## src/rtl/mips_multicycle_core.sv

```systemverilog
// Multicycle 32-bit MIPS core with a single shared instruction/data memory port.
// A ready handshake stalls any memory state for as many cycles as needed.
// Optional ISA extension (EXT_ISA) adds bne and ori; an illegal op parks the
// core in HALT until reset.
module mips_multicycle_core #(
    parameter logic [31:0] RESET_PC = 32'h0000_0000,
    parameter bit          EXT_ISA  = 1'b0
) (
    input  logic        clk,
    input  logic        reset,
    output logic        mem_req,
    output logic        mem_we,
    output logic [31:0] mem_addr,
    output logic [31:0] mem_wdata,
    input  logic [31:0] mem_rdata,
    input  logic        mem_ready,
    output logic [31:0] pc,
    output logic        retire,
    output logic        halted
);
    localparam logic [5:0] OP_RTYPE = 6'h00;
    localparam logic [5:0] OP_J     = 6'h02;
    localparam logic [5:0] OP_BEQ   = 6'h04;
    localparam logic [5:0] OP_BNE   = 6'h05;
    localparam logic [5:0] OP_ADDI  = 6'h08;
    localparam logic [5:0] OP_ORI   = 6'h0D;
    localparam logic [5:0] OP_LW    = 6'h23;
    localparam logic [5:0] OP_SW    = 6'h2B;

    localparam logic [5:0] FN_ADD = 6'h20;
    localparam logic [5:0] FN_SUB = 6'h22;
    localparam logic [5:0] FN_AND = 6'h24;
    localparam logic [5:0] FN_OR  = 6'h25;
    localparam logic [5:0] FN_SLT = 6'h2A;

    typedef enum logic [3:0] {
        S_START, S_FETCH, S_DECODE, S_MEMADR, S_MEMRD, S_MEMWB,
        S_MEMWR, S_EXEC, S_ALUWB, S_BRANCH, S_JUMP, S_HALT
    } state_t;

    state_t      state_reg, state_next;
    logic [31:0] pc_reg, pc_next;
    logic [31:0] ir_reg, a_reg, b_reg, alu_out_reg, mdr_reg, target_reg;
    logic [31:0] rf_reg [0:31];

    // Control strobes produced by the FSM
    logic        ir_load, ab_load, alu_load, mdr_load, pc_load, rf_we;
    logic [4:0]  rf_waddr;
    logic [31:0] rf_wdata;

    // Instruction fields and derived values
    logic [5:0]  op, funct;
    logic [4:0]  rs, rt, rd, alu_dest;
    logic [31:0] sext_imm, zext_imm, pc_plus4, jump_target, alu_result;
    logic        funct_legal, branch_taken;

    assign op          = ir_reg[31:26];
    assign rs          = ir_reg[25:21];
    assign rt          = ir_reg[20:16];
    assign rd          = ir_reg[15:11];
    assign funct       = ir_reg[5:0];
    assign sext_imm    = {{16{ir_reg[15]}}, ir_reg[15:0]};
    assign zext_imm    = {16'h0000, ir_reg[15:0]};
    assign pc_plus4    = pc_reg + 32'd4;
    assign jump_target = {pc_plus4[31:28], ir_reg[25:0], 2'b00};
    assign alu_dest    = (op == OP_RTYPE) ? rd : rt;
    assign pc          = pc_reg;

    // Legal R-type function codes
    always_comb begin
        funct_legal = 1'b0;
        case (funct)
            FN_ADD, FN_SUB, FN_AND, FN_OR, FN_SLT: funct_legal = 1'b1;
            default:                               funct_legal = 1'b0;
        endcase
    end

    // ALU: default path is A + sext(imm), shared by addi and load/store addressing
    always_comb begin
        alu_result = a_reg + sext_imm;
        if (op == OP_RTYPE) begin
            case (funct)
                FN_SUB:  alu_result = a_reg - b_reg;
                FN_AND:  alu_result = a_reg & b_reg;
                FN_OR:   alu_result = a_reg | b_reg;
                FN_SLT:  alu_result = {31'b0, ($signed(a_reg) < $signed(b_reg))};
                default: alu_result = a_reg + b_reg;
            endcase
        end else if (op == OP_ORI) begin
            alu_result = a_reg | zext_imm;
        end
    end

    assign branch_taken = (op == OP_BNE) ? (a_reg != b_reg) : (a_reg == b_reg);

    // State register
    always_ff @(posedge clk or negedge reset) begin
        if (!reset) begin
            state_reg <= S_START;
        end else begin
            state_reg <= state_next;
        end
    end

    // Next-state logic, memory port drive and datapath strobes.
    // Port outputs come from registered state/datapath; the only use of
    // mem_ready on an output is the store retire, which lands in the ready cycle.
    always_comb begin
        state_next = state_reg;
        mem_req    = 1'b0;
        mem_we     = 1'b0;
        mem_addr   = '0;
        mem_wdata  = '0;
        retire     = 1'b0;
        halted     = 1'b0;
        ir_load    = 1'b0;
        ab_load    = 1'b0;
        alu_load   = 1'b0;
        mdr_load   = 1'b0;
        pc_load    = 1'b0;
        pc_next    = pc_plus4;
        rf_we      = 1'b0;
        rf_waddr   = '0;
        rf_wdata   = '0;
        case (state_reg)
            S_START: state_next = S_FETCH;
            S_FETCH: begin
                mem_req  = 1'b1;
                mem_addr = pc_reg;
                if (mem_ready) begin
                    ir_load    = 1'b1;
                    state_next = S_DECODE;
                end
            end
            S_DECODE: begin
                ab_load = 1'b1;
                case (op)
                    OP_RTYPE: state_next = funct_legal ? S_EXEC : S_HALT;
                    OP_ADDI:  state_next = S_EXEC;
                    OP_ORI:   state_next = EXT_ISA ? S_EXEC : S_HALT;
                    OP_LW,
                    OP_SW:    state_next = S_MEMADR;
                    OP_BEQ:   state_next = S_BRANCH;
                    OP_BNE:   state_next = EXT_ISA ? S_BRANCH : S_HALT;
                    OP_J:     state_next = S_JUMP;
                    default:  state_next = S_HALT;
                endcase
            end
            S_MEMADR: begin
                alu_load   = 1'b1;
                state_next = (op == OP_LW) ? S_MEMRD : S_MEMWR;
            end
            S_MEMRD: begin
                mem_req  = 1'b1;
                mem_addr = alu_out_reg;
                if (mem_ready) begin
                    mdr_load   = 1'b1;
                    state_next = S_MEMWB;
                end
            end
            S_MEMWB: begin
                rf_we      = (rt != 5'd0);
                rf_waddr   = rt;
                rf_wdata   = mdr_reg;
                retire     = 1'b1;
                pc_load    = 1'b1;
                state_next = S_FETCH;
            end
            S_MEMWR: begin
                mem_req   = 1'b1;
                mem_we    = 1'b1;
                mem_addr  = alu_out_reg;
                mem_wdata = b_reg;
                if (mem_ready) begin
                    retire     = 1'b1;
                    pc_load    = 1'b1;
                    state_next = S_FETCH;
                end
            end
            S_EXEC: begin
                alu_load   = 1'b1;
                state_next = S_ALUWB;
            end
            S_ALUWB: begin
                rf_we      = (alu_dest != 5'd0);
                rf_waddr   = alu_dest;
                rf_wdata   = alu_out_reg;
                retire     = 1'b1;
                pc_load    = 1'b1;
                state_next = S_FETCH;
            end
            S_BRANCH: begin
                retire     = 1'b1;
                pc_load    = 1'b1;
                pc_next    = branch_taken ? target_reg : pc_plus4;
                state_next = S_FETCH;
            end
            S_JUMP: begin
                retire     = 1'b1;
                pc_load    = 1'b1;
                pc_next    = jump_target;
                state_next = S_FETCH;
            end
            S_HALT:  halted = 1'b1;
            default: state_next = S_START;
        endcase
    end

    // Datapath registers: IR, A/B, branch target, ALUOut, MDR and PC
    always_ff @(posedge clk or negedge reset) begin
        if (!reset) begin
            pc_reg      <= RESET_PC;
            ir_reg      <= '0;
            a_reg       <= '0;
            b_reg       <= '0;
            target_reg  <= '0;
            alu_out_reg <= '0;
            mdr_reg     <= '0;
        end else begin
            if (ir_load) ir_reg <= mem_rdata;
            if (ab_load) begin
                a_reg      <= rf_reg[rs];
                b_reg      <= rf_reg[rt];
                target_reg <= pc_plus4 + {sext_imm[29:0], 2'b00};
            end
            if (alu_load) alu_out_reg <= alu_result;
            if (mdr_load) mdr_reg <= mem_rdata;
            if (pc_load)  pc_reg <= pc_next;
        end
    end

    // Register file: entry 0 is never written, so it holds its reset value of 0
    genvar gi;
    generate
        for (gi = 0; gi < 32; gi++) begin : g_rf
            always_ff @(posedge clk or negedge reset) begin
                if (!reset) begin
                    rf_reg[gi] <= '0;
                end else if (rf_we && (rf_waddr == 5'(gi))) begin
                    rf_reg[gi] <= rf_wdata;
                end
            end
        end
    endgenerate
endmodule
```

## config.mk

```make
export PLATFORM = sky130hd
export DESIGN_NAME = mips_multicycle_core
export DESIGN_NICKNAME = d
export VERILOG_FILES = /design/src/rtl/mips_multicycle_core.sv
export SDC_FILE = /design/constraint.sdc
export NUM_CORES = 2
export LEC_CHECK = 0
export CELL_PAD_IN_SITES_DETAIL_PLACEMENT = 1
export CELL_PAD_IN_SITES_GLOBAL_PLACEMENT = 1
export CORE_MARGIN = 10
export CORE_UTILIZATION = 51
export CTS_CLUSTER_DIAMETER = 30
export CTS_CLUSTER_SIZE = 28
export DETAILED_ROUTE_END_ITERATION = 6
export GPL_TIMING_DRIVEN = 0
export PLACE_DENSITY_LB_ADDON = 0.08
export REMOVE_ABC_BUFFERS = 1
export SYNTH_ARGS = -nofsm -noshare
export SYNTH_HDL_FRONTEND = slang
export SYNTH_SLANG_ARGS = --single-unit
export TNS_END_PERCENT = 50
```

## constraint.sdc

```tcl
create_clock -name clk -period 4.2 [get_ports clk]
set_clock_uncertainty 0.2 [all_clocks]
set_input_delay 1.05 -clock clk [delete_from_list [all_inputs] [get_ports clk]]
set_output_delay 1.05 -clock clk [all_outputs]
set_load 0.02 [all_outputs]
```

==> impl_metrics.prom <==
# TYPE chip_impl_metric gauge
chip_impl_metric{name="worst_setup_hold_path_clk_slew",unit="ns"} 0.05
chip_impl_metric{name="area.sequential",unit="sq um"} 31400
chip_impl_metric{name="p_total",unit="uW"} 72500
chip_impl_metric{name="detailedPlacementHpwl",unit="mm"} 179
chip_impl_metric{name="share_of_power_burned_in_the_clock_network",unit="%"} 36.1
chip_impl_metric{name="start_util",unit="%"} 51.3
chip_impl_info{name="critPathLaunchType",value="flop"} 1
chip_impl_metric{name="total_switching_power",unit="uW"} 28600
chip_impl_metric{name="numCtsBuffers",unit=""} 327
chip_impl_metric{name="finalCritPeriodShare",unit="%"} 104
chip_impl_metric{name="first_iter_violations",unit=""} 7235
chip_impl_info{name="worst_path_most_repeated_cell",value="sky130_fd_sc_hd__buf_16"} 1
chip_impl_info{name="tritoncts",value="built"} 1
chip_impl_info{name="slowest_cell_on_the_critical_path",value="sky130_fd_sc_hd__a22oi_2"} 1
chip_impl_metric{name="die_height",unit="um"} 392
chip_impl_metric{name="required_worst_endpoint",unit="ns"} 4.81
chip_impl_info{name="ys_dominant_reg_cell",value="sky130_fd_sc_hd__dfrtp_1"} 1
chip_impl_metric{name="slew_viol_final",unit=""} 0
chip_impl_metric{name="grt_first_pass_wirelength",unit="mm"} 458
chip_impl_metric{name="stdcell_count",unit=""} 8747
chip_impl_metric{name="ys_warn_count",unit=""} 0
chip_impl_info{name="worstReg2RegEnd",value="rf_reg[465]"} 1
chip_impl_metric{name="power.combinational.fraction",unit="%"} 39.6
chip_impl_metric{name="area.growth.synth_to_final",unit="%"} 26.4
chip_impl_metric{name="place.port_buffers",unit=""} 134
chip_impl_metric{name="fin_ws",unit="ns"} -0.184
chip_impl_metric{name="period_minus_slack",unit="ns"} 4.38
chip_impl_metric{name="detail_route.drc_violations",unit=""} 0
chip_impl_metric{name="final_net_count",unit=""} 6912
chip_impl_info{name="min_path_type",value="primary input to asynchronous set/reset pin"} 1
chip_impl_metric{name="router_iterations_before_antenna_repair",unit=""} 6
chip_impl_metric{name="power_share_of_the_sequential_group",unit="%"} 24.2
chip_impl_metric{name="wl",unit="mm"} 317
chip_impl_metric{name="worst_path_largest_cell_delay",unit="ns"} 0.53
chip_impl_metric{name="post_dp_cell_area",unit="sq um"} 75900
chip_impl_metric{name="placed_cells",unit=""} 8044
chip_impl_metric{name="core_utilization_of_the_finished_layout",unit="%"} 64.9
chip_impl_metric{name="synth_enable_flop_cells",unit=""} 0
chip_impl_metric{name="synthesis.area",unit="sq um"} 70600
chip_impl_metric{name="ant_nets",unit=""} 0
chip_impl_metric{name="cellPowerDensity",unit="nW/um^2"} 812
chip_impl_metric{name="cap_viol_max_count",unit=""} 0
chip_impl_metric{name="largest_register_ffs",unit=""} 1024
chip_impl_metric{name="timing.critical_path.buf_inv",unit=""} 7
chip_impl_info{name="regToRegStartpoint",value="state_reg[2]"} 1
chip_impl_metric{name="vias_per_cell",unit=""} 7.21
chip_impl_metric{name="core",unit="sq um"} 137000
chip_impl_metric{name="antenna_violations_before_repair",unit=""} 24
chip_impl_metric{name="vdd.ir_drop.worst",unit="uV"} 434
chip_impl_info{name="setup_repair_after_global_routing_missed_its_margin",value="yes"} 1
chip_impl_metric{name="synth-async-reset-ratio",unit="%"} 100
chip_impl_metric{name="grt_max_degree",unit=""} 176
chip_impl_metric{name="synth.lib_cells_used.distinct",unit=""} 82
chip_impl_metric{name="achievable-frequency",unit="GHz"} 0.228
chip_impl_metric{name="full_die_area",unit="sq um"} 154000
chip_impl_metric{name="internal_power",unit="uW"} 43800
chip_impl_metric{name="setup.reg_to_reg.worst_slack",unit="ns"} -0.18
chip_impl_metric{name="synthesized_area_per_cell",unit="sq um"} 10.8
chip_impl_info{name="worst_path_dominant_cell_family",value="buffers and inverters"} 1
chip_impl_metric{name="setup_viol",unit=""} 41
chip_impl_metric{name="num_vias",unit=""} 63100
chip_impl_metric{name="clock_sink_count",unit=""} 1252
chip_impl_metric{name="ys_seq_area_share",unit="%"} 44.4
chip_impl_info{name="category_of_the_most_critical_setup_path",value="flop to flop"} 1
chip_impl_metric{name="crit_path_max_fanout",unit=""} 14
chip_impl_metric{name="grt_overflow",unit=""} 0
chip_impl_metric{name="power.share.switching",unit="%"} 39.5
chip_impl_metric{name="track_usage",unit="%"} 40.2
chip_impl_metric{name="die_w",unit="um"} 392
chip_impl_metric{name="clk-insertion-delay-late",unit="ns"} 0.95
chip_impl_info{name="run_status",value="finished, violations left"} 1
chip_impl_metric{name="gpl.final_weighted_congestion",unit=""} 0.901
chip_impl_metric{name="crit_arrival",unit="ns"} 4.99
chip_impl_info{name="cts-root-buf",value="sky130_fd_sc_hd__clkbuf_16"} 1
chip_impl_metric{name="timing.hold.ws",unit="ns"} -0.0138
chip_impl_metric{name="drive_gt1_share",unit="%"} 25.9
chip_impl_metric{name="htree_levels",unit=""} 5
chip_impl_metric{name="worst_r2r_path_depth",unit=""} 15
chip_impl_metric{name="route.detailed.wl_per_inst",unit="um"} 36.2
chip_impl_info{name="violations",value="negative hold slack, negative setup slack"} 1
chip_impl_metric{name="floorplan.rows",unit=""} 136
chip_impl_metric{name="io_pins",unit=""} 135
chip_impl_metric{name="post_cts_hold_buffer_count",unit=""} 0
chip_impl_metric{name="timing_hold_violations_final",unit=""} 11
chip_impl_metric{name="final_area",unit="sq um"} 89200
chip_impl_metric{name="tns",unit="ns"} -2.62
chip_impl_metric{name="ffs_latches_synth",unit=""} 1252
chip_impl_metric{name="grt_pass1_vias",unit=""} 68200
chip_impl_metric{name="max-slew-margin-rel",unit="%"} 7.19
chip_impl_metric{name="p_leak",unit="uW"} 0.0382
chip_impl_metric{name="multi_input_comb_area",unit="sq um"} 37700
chip_impl_info{name="cell_by_cell_listing_of_the_critical_path",value="nand2b_4, nor3_4, buf_16, buf_16, a21o_2, a22oi_2, buf_4, nand3_4, nor3_4, buf_8, buf_8, buf_16, buf_16, nor2_1, a21oi_1"} 1
chip_impl_metric{name="max_slew.worst_pin.slew",unit="ns"} 1.39
chip_impl_metric{name="ctsLongestPathBuffers",unit=""} 4
chip_impl_metric{name="n_fill_cell",unit=""} 13500
chip_impl_metric{name="syn_inst",unit=""} 6559
chip_impl_info{name="worst_setup_path_end_kind",value="flop"} 1
-- per-layer routing --
layer,track usage [%],up-vias,part of all wire [%]
met2,62.3,4410,46
li1,-,24400,-
met1,48.0,32700,35
met5,0,-,0.084
met4,28.3,22,7.9
met3,11.8,1568,11
-- what timing repair did --
| action | in CTS | in global routing |
|---|---|---|
| pin swaps | 40 | 16 |
| setup buffers | 50 | 60 |
| endpoints found under the setup margin | 1135 | 491 |
| gates cloned | 6 | 5 |
| resized for setup | 201 | 84 |
-- power by group through the flow --
| stage | clock network, uW | registers (uW) | logic [uW] |
|---|---|---|---|
| 2_1_floorplan | 0 | 17000 | 12500 |
| 3_3_place_gp | 0 | 19600 | 21100 |
| 3_5_place_dp | 0 | 17500 | 25400 |
| 4_1_cts | 26000 | 17500 | 26500 |
| 5_1_grt | 26900 | 17600 | 30100 |
| 6_report | 26200 | 17600 | 28700 |
-- cells in the mapped netlist, drive strengths merged, types with 23 or more instances --
cell type,number,area share (%)
a221oi,24,0.30
xnor2,50,0.62
nor3,88,0.75
buf,175,1.1
a22o,41,0.51
o31ai,23,0.24
nor2,699,3.8
a22oi,62,0.72
o21bai,27,0.29
o21ai,701,5.0
a21o,40,0.43
a211oi,34,0.36
a31oi,43,0.38
xor2,31,0.38
clkbuf,436,2.3
nand2,754,4.0
mux2i,72,1.0
nand3,49,0.36
a21oi,681,4.8
inv,139,0.74
mux4,640,20
dfrtp,1252,44
ha,173,3.1
mux2,65,1.0
-- stage by stage --
step                      setup WS (ns)  hold slack [ns]
after CTS                       -0.0978           0.0209
after global routing             -0.228           0.0592
final                            -0.184          -0.0138
after floorplan                   -9.08            0.165
after detailed placement          -1.19            0.184
after global placement           -57.23            0.176
-- worst max-delay path by stage --
stage,cells after the start,startpoint,slack (ns),to
global placement,1,reset,-57.23,rf_reg[790]
CTS,6,mem_ready,-0.1,retire
global route,18,pc[2],-0.23,target_reg[31]
finish,15,state_reg[2],-0.18,rf_reg[465]
detailed placement,10,state_reg[3],-1.19,rf_reg[97]
floorplan,4,ir_reg[16],-9.08,rf_reg[896]
-- cells in the final DEF, fill, tap and decap left out, types with 65 or more instances in the layout --
cell / n
sky130_fd_sc_hd__dfrtp_1: 1216
sky130_fd_sc_hd__clkbuf_16: 339
sky130_fd_sc_hd__mux4_2: 640
sky130_fd_sc_hd__clkdlybuf4s50_1: 78
sky130_fd_sc_hd__nand2_1: 735
sky130_fd_sc_hd__mux2_2: 65
sky130_fd_sc_hd__inv_1: 134
sky130_fd_sc_hd__nor2_1: 671
sky130_fd_sc_hd__a21oi_1: 672
sky130_fd_sc_hd__mux2i_1: 65
sky130_fd_sc_hd__buf_4: 98
sky130_fd_sc_hd__ha_1: 161
sky130_fd_sc_hd__o21ai_0: 634
sky130_fd_sc_hd__buf_16: 86
-- cell type report --
cell class | instances | area share [%]
Multi-Input combinational cell | 4565 | 42.2
Sequential cell | 1252 | 35.2
Clock buffer | 429 | 10.4
Timing Repair Buffer | 415 | 6.79
Tap cell | 1794 | 2.52
Clock inverter | 145 | 2.26
Inverter | 139 | 0.606
Antenna cell | 8 | 0.0224
-- logic make-up after synthesis --
family / synth area share [%]
compound gates: 14.6
xor+xnor: 1.01
fa+ha+maj: 3.18
buf+inv: 4.20
flops: 44.4
mux: 22.5
simple gates: 10.1
Power figures use the tool's default switching activity.
